<file path="config.mk">
export PLATFORM = sky130hd
export DESIGN_NAME = sd_data_serial_engine
export DESIGN_NICKNAME = d
export VERILOG_FILES = /design/src/rtl/sd_data_serial_engine.sv
export SDC_FILE = /design/constraint.sdc
export NUM_CORES = 1
export LEC_CHECK = 0
export CAP_MARGIN = 10
export CORE_ASPECT_RATIO = 1.5
export CORE_MARGIN = 3
export CORE_UTILIZATION = 55
export CTS_CLUSTER_SIZE = 20
export DETAILED_ROUTE_END_ITERATION = 16
export HOLD_SLACK_MARGIN = 0.12
export PLACE_DENSITY_LB_ADDON = 0.1
export SLEW_MARGIN = 10
export SYNTH_ARGS = -nofsm -noshare
export SYNTH_HDL_FRONTEND = slang
export SYNTH_SLANG_ARGS = --single-unit
</file>
<file path="constraint.sdc">
create_clock -name sd_clk -period 6.6 [get_ports sd_clk]
set_input_delay 1.32 -clock sd_clk [delete_from_list [all_inputs] [get_ports sd_clk]]
set_output_delay 1.32 -clock sd_clk [all_outputs]
set_load 0.1 [all_outputs]
</file>
<file path="src/rtl/sd_data_serial_engine.sv">
// SD card DAT0 serial engine: single-line block write/read with CRC16,
// write CRC-status token and busy handling, driven by a data-master FSM interface.
module sd_data_serial_engine #(
  parameter int NWR = 2
) (
  input  logic        sd_clk,
  input  logic        rst,
  input  logic        start_write_i,
  input  logic        start_read_i,
  input  logic [11:0] blksize_i,
  input  logic [15:0] blkcnt_i,
  input  logic [31:0] tx_data_i,
  output logic        tx_rd_o,
  output logic [31:0] rx_data_o,
  output logic        rx_we_o,
  input  logic        sd_dat_i,
  output logic        sd_dat_o,
  output logic        sd_dat_oe_o,
  output logic        xfr_complete_o,
  output logic        crc_ok_o
);

  typedef enum logic [3:0] {
    IDLE, WR_PRE, WR_START, WR_DATA, WR_CRC, WR_END, WR_GAP, WR_TOKEN, WR_BUSY,
    RD_WAIT, RD_DATA, RD_CRC, RD_END
  } state_t;

  localparam logic [2:0] GAP_LAST = 3'(NWR - 1);

  state_t      state, state_next;
  logic [11:0] blksize;
  logic [15:0] blk_cnt;
  logic [14:0] bit_cnt;
  logic [31:0] shift;
  logic [15:0] crc;
  logic [2:0]  gap_cnt;
  logic [2:0]  tok_cnt;
  logic [2:0]  tok;
  logic        crc_ok;
  logic [31:0] rx_data;
  logic        rx_we;

  logic        abort, start_wr, start_rd;
  logic        last_data_bit, word_end, crc_last, last_block;
  logic        data_bit;
  logic [15:0] crc_next;
  logic [14:0] total_bits;

  assign abort      = start_write_i & start_read_i;
  assign start_wr   = start_write_i & ~start_read_i;
  assign start_rd   = start_read_i & ~start_write_i;

  assign total_bits    = {blksize, 3'b000};
  assign last_data_bit = (bit_cnt == total_bits - 15'd1);
  assign word_end      = (bit_cnt[4:0] == 5'd31);
  assign crc_last      = (bit_cnt[3:0] == 4'd15);
  assign last_block    = (blk_cnt <= 16'd1);

  // The same CRC update serves both directions; only the source bit differs.
  assign data_bit = (state == RD_DATA) ? sd_dat_i : shift[31];
  assign crc_next = {crc[14:0], 1'b0} ^ ((crc[15] ^ data_bit) ? 16'h1021 : 16'h0000);

  always_ff @(posedge sd_clk) begin
    if (rst) state <= IDLE;
    else     state <= state_next;
  end

  always_comb begin
    state_next  = state;
    sd_dat_o    = 1'b1;
    sd_dat_oe_o = 1'b0;
    tx_rd_o     = 1'b0;
    if (abort) begin
      state_next = IDLE;
    end else begin
      case (state)
        IDLE: begin
          if (start_wr)      state_next = WR_PRE;
          else if (start_rd) state_next = RD_WAIT;
        end
        WR_PRE:   state_next = WR_START;
        WR_START: state_next = WR_DATA;
        WR_DATA:  if (last_data_bit) state_next = WR_CRC;
        WR_CRC:   if (crc_last) state_next = WR_END;
        WR_END:   state_next = WR_GAP;
        WR_GAP:   if (gap_cnt == GAP_LAST) state_next = WR_TOKEN;
        WR_TOKEN: if (tok_cnt == 3'd4) state_next = (tok == 3'b010) ? WR_BUSY : IDLE;
        WR_BUSY:  if (sd_dat_i) state_next = last_block ? IDLE : WR_PRE;
        RD_WAIT:  if (!sd_dat_i) state_next = RD_DATA;
        RD_DATA:  if (last_data_bit) state_next = RD_CRC;
        RD_CRC:   if (crc_last) state_next = RD_END;
        RD_END:   state_next = last_block ? IDLE : RD_WAIT;
        default:  state_next = IDLE;
      endcase
    end
    case (state)
      WR_PRE:   sd_dat_oe_o = 1'b1;
      WR_START: begin
        sd_dat_oe_o = 1'b1;
        sd_dat_o    = 1'b0;
        tx_rd_o     = ~abort & ~rst;
      end
      WR_DATA: begin
        sd_dat_oe_o = 1'b1;
        sd_dat_o    = shift[31];
        tx_rd_o     = word_end & ~last_data_bit & ~abort & ~rst;
      end
      WR_CRC: begin
        sd_dat_oe_o = 1'b1;
        sd_dat_o    = crc[15];
      end
      WR_END:  sd_dat_oe_o = 1'b1;
      default: ;
    endcase
  end

  always_ff @(posedge sd_clk) begin
    if (rst) begin
      blksize <= '0;
      blk_cnt <= '0;
      bit_cnt <= '0;
      shift   <= '0;
      crc     <= '0;
      gap_cnt <= '0;
      tok_cnt <= '0;
      tok     <= '0;
      crc_ok  <= 1'b0;
      rx_data <= '0;
      rx_we   <= 1'b0;
    end else begin
      rx_we <= 1'b0;
      if (abort) begin
        crc_ok <= 1'b0;
      end else begin
        case (state)
          IDLE: begin
            if (start_wr || start_rd) begin
              crc_ok  <= 1'b1;
              blksize <= blksize_i;
              blk_cnt <= (blkcnt_i == 16'd0) ? 16'd1 : blkcnt_i;
            end
          end
          WR_START: begin
            shift   <= tx_data_i;
            bit_cnt <= '0;
            crc     <= '0;
          end
          WR_DATA: begin
            crc     <= crc_next;
            bit_cnt <= last_data_bit ? 15'd0 : bit_cnt + 15'd1;
            shift   <= (word_end && !last_data_bit) ? tx_data_i : {shift[30:0], 1'b0};
          end
          WR_CRC: begin
            crc     <= {crc[14:0], 1'b0};
            bit_cnt <= bit_cnt + 15'd1;
          end
          WR_END: gap_cnt <= '0;
          WR_GAP: begin
            gap_cnt <= gap_cnt + 3'd1;
            tok_cnt <= '0;
          end
          // tok_cnt 0 hunts for the start bit, 1..3 shift status, 4 is the end bit.
          WR_TOKEN: begin
            if (tok_cnt == 3'd0) begin
              if (!sd_dat_i) tok_cnt <= 3'd1;
            end else if (tok_cnt != 3'd4) begin
              tok     <= {tok[1:0], sd_dat_i};
              tok_cnt <= tok_cnt + 3'd1;
            end else if (tok != 3'b010) begin
              crc_ok <= 1'b0;
            end
          end
          WR_BUSY: if (sd_dat_i && !last_block) blk_cnt <= blk_cnt - 16'd1;
          RD_WAIT: begin
            bit_cnt <= '0;
            crc     <= '0;
          end
          RD_DATA: begin
            shift   <= {shift[30:0], sd_dat_i};
            crc     <= crc_next;
            bit_cnt <= last_data_bit ? 15'd0 : bit_cnt + 15'd1;
            if (word_end) begin
              rx_we   <= 1'b1;
              rx_data <= {shift[30:0], sd_dat_i};
            end
          end
          RD_CRC: begin
            if (sd_dat_i != crc[15]) crc_ok <= 1'b0;
            crc     <= {crc[14:0], 1'b0};
            bit_cnt <= bit_cnt + 15'd1;
          end
          RD_END: begin
            if (!sd_dat_i) crc_ok <= 1'b0;
            if (!last_block) blk_cnt <= blk_cnt - 16'd1;
          end
          default: ;
        endcase
      end
    end
  end

  assign xfr_complete_o = (state == IDLE);
  assign crc_ok_o       = crc_ok;
  assign rx_data_o      = rx_data;
  assign rx_we_o        = rx_we;

endmodule

</file>
==> results of run 1 <==
[layer usage]
metal | wire length, um | track usage (%) | share of wire [%] | vias up
li1 | - | - | - | 3416
met1 | 7850 | 32.2 | 40 | 3349
met2 | 10500 | 48.5 | 53 | 254
met3 | 1000 | 5.02 | 5.0 | 46
met4 | 531 | 12.4 | 2.7 | 0
met5 | 0 | 0 | 0 | -
[state kept, by name, summed over array words and instances, names as in the netlist]
signal and flops:
crc 16, tok 3, shift 32, crc_ok_o 1
state 4, bit_cnt 15, blksize 12, rx_we_o 1
gap_cnt 3, tok_cnt 3, blk_cnt 16, rx_data_o 32
[logic make-up (layout without fill, tap and decap cells)]
family,count (synthesis),after routing,share of synthesized area (%)
xor+xnor,30,30,3.65
buf+inv,93,165,5.26
fa+ha+maj,12,12,2.08
flops,138,138,38.4
simple gates,401,401,25.8
mux,16,16,2.24
compound gates,230,230,22.6
[through the flow]
step,cells,hold slack (ns)
after floorplan,920,0.445
after global placement,1116,0.443
after detailed placement,1116,0.448
after CTS,1148,0.456
after global routing,1148,0.475
final,1148,0.453
[worst max-delay path, stage by stage (launching register included)]
cell and delay, ns:
dfxtp_1 0.34, inv_1 0.07, ha_1 0.19, nor3b_1 0.62, nor4b_1 0.41, xnor2_1 0.17, o2111ai_1 0.26, or3_1 0.38
buf_4 0.26, nand2_1 0.11, a21oi_1 0.07, buf_4 0.27
[layout make-up]
| class | count | area, um2 | share of cell area [%] |
|---|---|---|---|
| timing repair buffer | 116 | 1120 | 12.7 |
| tap | 156 | 195 | 2.21 |
| inverter | 17 | 63.8 | 0.724 |
| sequential | 138 | 2760 | 31.3 |
| clock buffer | 18 | 429 | 4.87 |
| multi-input combinational | 689 | 4100 | 46.5 |
| clock inverter | 14 | 146 | 1.66 |
[synth_stat cells (all sizes together) (17+ instances only)]
cell	n
clkbuf	61
a311oi	31
a21oi	99
dfxtp	138
nand2	129
nor3	21
inv	17
nand4	35
nor2	113
o21ai	35
nand3	47
a22oi	24
[power groups by stage]
stage / registers, W / logic [W] / clock network, W
global placement: 0.00103 / 0.000822 / 0
CTS: 0.00101 / 0.000845 / 0.000947
detailed placement: 0.00103 / 0.000839 / 0
finish: 0.00102 / 0.000851 / 0.000939
floorplan: 0.000997 / 0.000643 / 0
global route: 0.00103 / 0.000938 / 0.000984
[worst paths after layout]
path | startpoint | endpoint | slack, ns | cells after the start
worst max register to register | blksize[0] | bit_cnt[2] | 3.32 | 9
worst min-delay path | rx_data_o[10] | rx_data_o[10] | 0.45 | 2
worst min register to register | rx_data_o[10] | rx_data_o[10] | 0.45 | 2
worst max-delay path | blksize[0] | tx_rd_o | 1.69 | 11
==> results.cfg, run 1 <==
[final_layout]
fin_nets = 1056
fillers = 1046
fin_area_mm2 = 0.00882
final_common_cell = dfxtp_1
final_cell_mix = dfxtp_1, nand2_1, nor2_1, clkdlybuf4s50_1, a21oi_1
layout-drive-gt1-share_pct = 8.37
final_util_pct = 69.8
n_antenna_cell = 0
synthToLayoutAreaGrowth_pct = 22.4

[timing]
fmax_mhz = 203
rsz0062_at_grt = false
maxSlewViolCount = 0
setup_ws_ns = 1.69
fin_tns_setup_ns = 0
clock_skew_ns = 0.00765
hold_viol_final = 0
period_share_pct = 74.5
worst_pin_slew_ns = 1.20
finalSetupViolations = 0
min_period_ns = 4.91
slew_headroom_pct = 19.9

[cts]
cts_buffer_depth = 2
cts-resized-gates = 0
ctsHoldBuffers = 0
clkTransAtPathRegs_ns = 0.06
cts_setup_buffers = 0
cts_tree = yes
numCtsBuffers = 17
clk_latency_ns = 0.42
numClockSinks = 138
cts_root_buf = clkbuf_16
cts_max_level = 4

[critical_path]
end_kind = output port
worstSetupStartpointType = flop
cp_max_fo = 34
arrival_ns = 3.59
required_ns = 5.28
critPathKind = reg2out

[min_path]
hp-class = reg2reg

[yosys]
synth-warning-count = 0
synth-edff-count = 0
syn_area_mm2 = 0.00720
synth-main-ff-cell = dfxtp_1
synth.net_count = 997
yosysTopAreaCell = dfxtp_1
synth_top_area_share_pct = 38.4
synth-seq-cells = 138
ys_types = 58
synthCells = 920
syn_area_per_cell_um2 = 7.83
synthArstFlopShare_pct = 0
synth_area_leaders = dfxtp_1, a21oi_1, nand2_1, nor2_1, a311oi_2
yosysSeqAreaShare_pct = 38.4

[die]
pin_count = 103
dieHeight_um = 146
die_w_um = 99.4
num_rows = 50
die_area_mm2 = 0.0145
core-area_mm2 = 0.0126
start_util_pct = 57.0

[pwr]
power_frac_comb_pct = 30.3
p_seq_share_pct = 36.2
leakage_nw = 2.94
power_w = 0.00281
p_per_area_mw_per_mm2 = 318
sw_frac_of_total_pct = 36.6
p_int_w = 0.00178
pwr-share-clk_pct = 33.5
p_sw_w = 0.00103
vdd_drop_max_v = 0.000287

[placement]
port_buffers = 102
place_congestion = 0.872
placed_area_mm2 = 0.00824
hpwl_um = 13400
dpl_worst_slack_ns = 2.09

[global_routing]
grt_antenna_before_repair = 0
grt_pass1_wl_um = 33100
grt_overflow = 0
grt_use_total_pct = 27.6
grt_pass1_vias = 7089
grt_max_degree = 68

[routing]
avgViaCountPerCell = 6.15
wl_um = 19800
ant_nets = 0
drc_errors = 0
drtPass1Iterations = 7
vias = 7065
first_iter_violations = 402
wl_per_cell_um = 17.3

[status]
outcome = finished clean

[run]
cap_viol_max_count = 0
No activity file was read; power rests on OpenSTA's default activity.
==> run 2: changes to the inputs <==
clock period = 4.8 ns   (was 6.6 ns; I/O delays follow)
==> run 2 against run 1 <==
Cell count is essentially flat. Clock skew is essentially flat. Critical endpoint unchanged. Cell area is essentially flat. First-iteration DRC count grew 22%. Utilization grew 0.059 points. Flip-flop and latch count is the same. Critical path depth shrank 1. Combinational power grew 42%. Sequential power grew 35%. Non-clock buffer count grew 2. Sequential share of layout area is essentially flat.
==> results.cfg, run 2 (synthesized netlist as in run 1, its figures left out) <==
[cts]
numCtsBuffers = 17
cts_tree = yes
cts_buffer_depth = 2
cts_root_buf = clkbuf_16
cts_max_level = 4
cts-resized-gates = 0
cts_setup_buffers = 0
clk_latency_ns = 0.42
ctsHoldBuffers = 0
clkTransAtPathRegs_ns = 0.06
numClockSinks = 138

[routing]
drc_errors = 0
ant_nets = 0
wl_per_cell_um = 17.4
vias = 7223
wl_um = 20000
avgViaCountPerCell = 6.29
first_iter_violations = 492
drtPass1Iterations = 7

[timing]
hold_viol_final = 0
slew_headroom_pct = 14.8
fin_tns_setup_ns = 0
clock_skew_ns = 0.00751
rsz0062_at_grt = false
min_period_ns = 4.42
maxSlewViolCount = 0
finalSetupViolations = 0
period_share_pct = 92.1
worst_pin_slew_ns = 1.28
fmax_mhz = 226

[final_layout]
final_cell_mix = dfxtp_1, nand2_1, nor2_1, a21oi_1, clkdlybuf4s50_1
fin_nets = 1058
final_common_cell = dfxtp_1
final_cells = 1149
layout-drive-gt1-share_pct = 8.66
n_antenna_cell = 0
synthToLayoutAreaGrowth_pct = 22.5
fin_area_mm2 = 0.00883

[global_routing]
busiest_layer = met2
gr-usage-met3_pct = 5.21
grt_use_total_pct = 27.0
grt_antenna_before_repair = 0
grt_max_degree = 75
grtUsageMet2_pct = 47.8
groute.layer.met1.usage_pct = 32.4
grt_overflow = 0
grt_pass1_wl_um = 32800
grt_pass1_vias = 7039

[critical_path]
cp_max_fo = 7
required_ns = 3.84
crit_family = simple AND/OR/NAND/NOR gates
reg2regPathDepth = 6
crit_path_top_delay_cell = nor3b_1
path_cells = inv_1 -> ha_1 -> nor3b_1 -> nand3_1 -> o2111a_1 -> a211oi_1 -> or3_1 -> nand2_1 -> a21oi_1 -> buf_12
crit_buf_inv = 2
arrival_ns = 3.46
critPathKind = reg2out
end_kind = output port
crit_path_max_incr_delay_ns = 0.67
crit_cells = 10
worstSetupStartpointType = flop

[pwr]
vdd_drop_max_v = 0.000280
sw_frac_of_total_pct = 37.3
p_int_w = 0.00241
p_sw_w = 0.00143
pwr-share-clk_pct = 32.6
power_frac_comb_pct = 31.6
leakage_nw = 2.95
p_per_area_mw_per_mm2 = 436
p_seq_share_pct = 35.8

[placement]
port_buffers = 102
place_congestion = 0.834
placedCellCount = 1118
hpwl_um = 13600
placed_area_mm2 = 0.00827

[die]
die_area_mm2 = 0.0145
dieHeight_um = 146
num_rows = 50
die_w_um = 99.4
start_util_pct = 57.0
core-area_mm2 = 0.0126
pin_count = 103

[min_path]
hold_path_depth = 2
hp-class = reg2reg

[run]
cap_viol_max_count = 0

[status]
outcome = finished clean
## run 2: power groups by stage
| stage | registers [W] | logic, W | clock network (W) |
|---|---|---|---|
| global placement | 0.00139 | 0.00114 | 0 |
| finish | 0.00138 | 0.00121 | 0.00125 |
| CTS | 0.00137 | 0.00120 | 0.00126 |
| global route | 0.00139 | 0.00132 | 0.00132 |
| detailed placement | 0.00140 | 0.00119 | 0 |
| floorplan | 0.00137 | 0.000885 | 0 |
## run 2: stage by stage
stage / total power (W) / hold WS, ns / worst slack, ns / utilization, %
after CTS: 0.00384 / 0.456 / 0.334 / 69.8
after detailed placement: 0.00259 / 0.448 / 0.816 / 65.4
after global routing: 0.00403 / 0.471 / 0.0434 / 69.8
after floorplan: 0.00226 / 0.445 / 0.0283 / -
after global placement: 0.00253 / 0.441 / 0.951 / 65.4
final: 0.00385 / 0.453 / 0.379 / 69.8
## run 2: path summary, 6_finish.rpt
check	from	to	slack, ns
worst min-delay path	rx_data_o[14]	rx_data_o[14]	0.45
worst min register to register	rx_data_o[14]	rx_data_o[14]	0.45
worst max register to register	state[1]	rx_data_o[26]	1.44
worst max-delay path	blksize[0]	tx_rd_o	0.38
## run 2: routing by layer
layer	wire [um]	vias up	share of wire, %
li1	-	3428	-
met1	7790	3431	39
met2	10400	307	52
met3	1210	57	6.1
met4	516	0	2.6
met5	0	-	0
## run 2: worst min-delay path: cells and delay by family (launching register included)
family	cells	cell delay, ns
AOI/OAI and AO/OA	1	0.05
DFF	1	0.31
and+or+nand+nor	1	0.05
## run 2: final cells by class
class	instances	area [um2]
clock buffers	19	443
clock inverters	12	118
flip-flops and latches	138	2760
multi-input cells	689	4100
repair buffers	118	1140
inverters	17	63.8
well taps	156	195
fillers	1057	3810
==> run 3: changes to the inputs <==
SETUP_SLACK_MARGIN = 0.05   (was not set)
SKIP_CTS_REPAIR_TIMING = 1   (was not set)
==> run 3 against run 2 <==
Sequential power about the same. Non-clock buffer count down 1. Via count up 0.33%. Critical path depth unchanged. Cell count unchanged. Setup slack better by 0.11 ns. Clock power up 14%. Routed wire length down 0.87%. Largest cell class unchanged.
==> results.cfg, run 3 (synthesized netlist as in run 1, its figures left out) <==
[status]
outcome = finished clean

[final_layout]
final_common_cell = dfxtp_1
n_antenna_cell = 0
fin_nets = 1057
synthToLayoutAreaGrowth_pct = 23.6
final_cell_mix = dfxtp_1, nand2_1, nor2_1, clkdlybuf4s50_1, a21oi_1
fin_area_mm2 = 0.00890
layout-drive-gt1-share_pct = 8.76

[global_routing]
grt_overflow = 0
grt_use_total_pct = 26.5
grt_pass1_vias = 6823
grt_pass1_wl_um = 32000
grt_antenna_before_repair = 0
grt_max_degree = 80

[critical_path]
startpoint = blksize[0]
critPathKind = reg2out
reg2reg_to = shift[0]
crit_buf_inv = 2
crit_cells = 10
arrival_ns = 3.35
end_kind = output port
cp_max_fo = 7
crit_path_end = tx_rd_o
r2r-start = blksize[0]
reg2regPathDepth = 10
crit_path_top_delay_cell = nor3b_1
path_cells = inv_1 -> ha_1 -> nor3b_1 -> mux2_2 -> a31oi_1 -> o2111ai_1 -> or3_1 -> nand2_1 -> a21oi_2 -> buf_12
required_ns = 3.84
crit_path_max_incr_delay_ns = 0.63
crit_family = simple AND/OR/NAND/NOR gates
worstSetupStartpointType = flop
r2r_slack_ns = 1.55

[cts]
cts_max_level = 4
cts_tree = yes
numClockSinks = 138
numCtsBuffers = 17
cts_buffer_depth = 2
clkTransAtPathRegs_ns = 0.06
clk_latency_ns = 0.42
cts_root_buf = clkbuf_16

[routing]
wl_um = 19800
wl_per_cell_um = 17.2
drc_errors = 0
drtPass1Iterations = 7
ant_nets = 0
first_iter_violations = 487
vias = 7247
avgViaCountPerCell = 6.31

[run]
cap_viol_max_count = 0

[pwr]
p_per_area_mw_per_mm2 = 449
power_w = 0.00400
leakage_nw = 2.98
vdd_drop_max_v = 0.000484

[timing]
worst_pin_slew_ns = 1.20
slew_headroom_pct = 19.7
clock_skew_ns = 0.00910
hold_viol_final = 0
min_period_ns = 4.31
period_share_pct = 89.7
maxSlewViolCount = 0
finalSetupViolations = 0
fmax_mhz = 232
fin_tns_setup_ns = 0
rsz0062_at_grt = false

[die]
start_util_pct = 57.0
pin_count = 103
dieHeight_um = 146
die_w_um = 99.4
num_rows = 50
die_area_mm2 = 0.0145
core-area_mm2 = 0.0126

[min_path]
hp-class = reg2reg

[placement]
placed_area_mm2 = 0.00826
port_buffers = 102
place_congestion = 0.900
hpwl_um = 13300
run 3: changes by cell type in the layout (fill, tap and decap cells not counted), sizes merged:
| cell | delta |
|---|---|
| bufinv | +3 |
| buf | -2 |
| clkbuf | -2 |
| clkinvlp | -2 |
| clkdlybuf4s50 | +1 |
| clkinv | +1 |
| inv | +1 |
run 3: how the worst min path moves through the flow:
stage                        from  cells past startpoint  slack (ns)             to
CTS                  rx_data_o[6]                      2        0.46   rx_data_o[6]
floorplan                shift[0]                      2        0.45   rx_data_o[1]
detailed placement   rx_data_o[6]                      2        0.45   rx_data_o[6]
finish              rx_data_o[17]                      2        0.45  rx_data_o[17]
global placement     rx_data_o[8]                      2        0.44   rx_data_o[8]
global route         rx_data_o[6]                      2        0.47   rx_data_o[6]
run 3: power breakdown:
group / switching, W / internal (W)
clock: 0.000535 / 0.000881
combinational: 0.000752 / 0.000423
sequential: 0.000149 / 0.00126
run 3: layer usage:
| metal | routed length (um) | track usage (%) | vias up | share of wire, % |
|---|---|---|---|---|
| met2 | 9970 | 45.9 | 359 | 50 |
| li1 | - | - | 3417 | - |
| met5 | 0 | 0 | - | 0 |
| met3 | 1480 | 5.35 | 51 | 7.5 |
| met4 | 504 | 9.64 | 0 | 2.5 |
| met1 | 7820 | 32.1 | 3420 | 40 |
run 3: tightest hold or removal path, stage by stage (launching register included):
cell and delay, ns:
dfxtp_1 0.31, nand2_1 0.05, a21oi_1 0.05
run 3: final cells by class:
cell class / instances / area [um2]
clock inverter: 15 / 214
timing repair buffer: 117 / 1140
tap: 156 / 195
clock buffer: 17 / 425
inverter: 17 / 63.8
multi-input combinational: 689 / 4100
sequential: 138 / 2760
fill: 1032 / 3730
run 3: metrics by stage:
step,hold slack [ns],util (%),std cells,setup WS [ns]
floorplan,0.445,-,920,0.572
global placement,0.442,65.4,1117,1.04
detailed placement,0.447,65.4,1117,0.986
CTS,0.456,70.5,1149,0.513
global route,0.473,70.5,1149,0.212
finish,0.453,70.5,1149,0.494
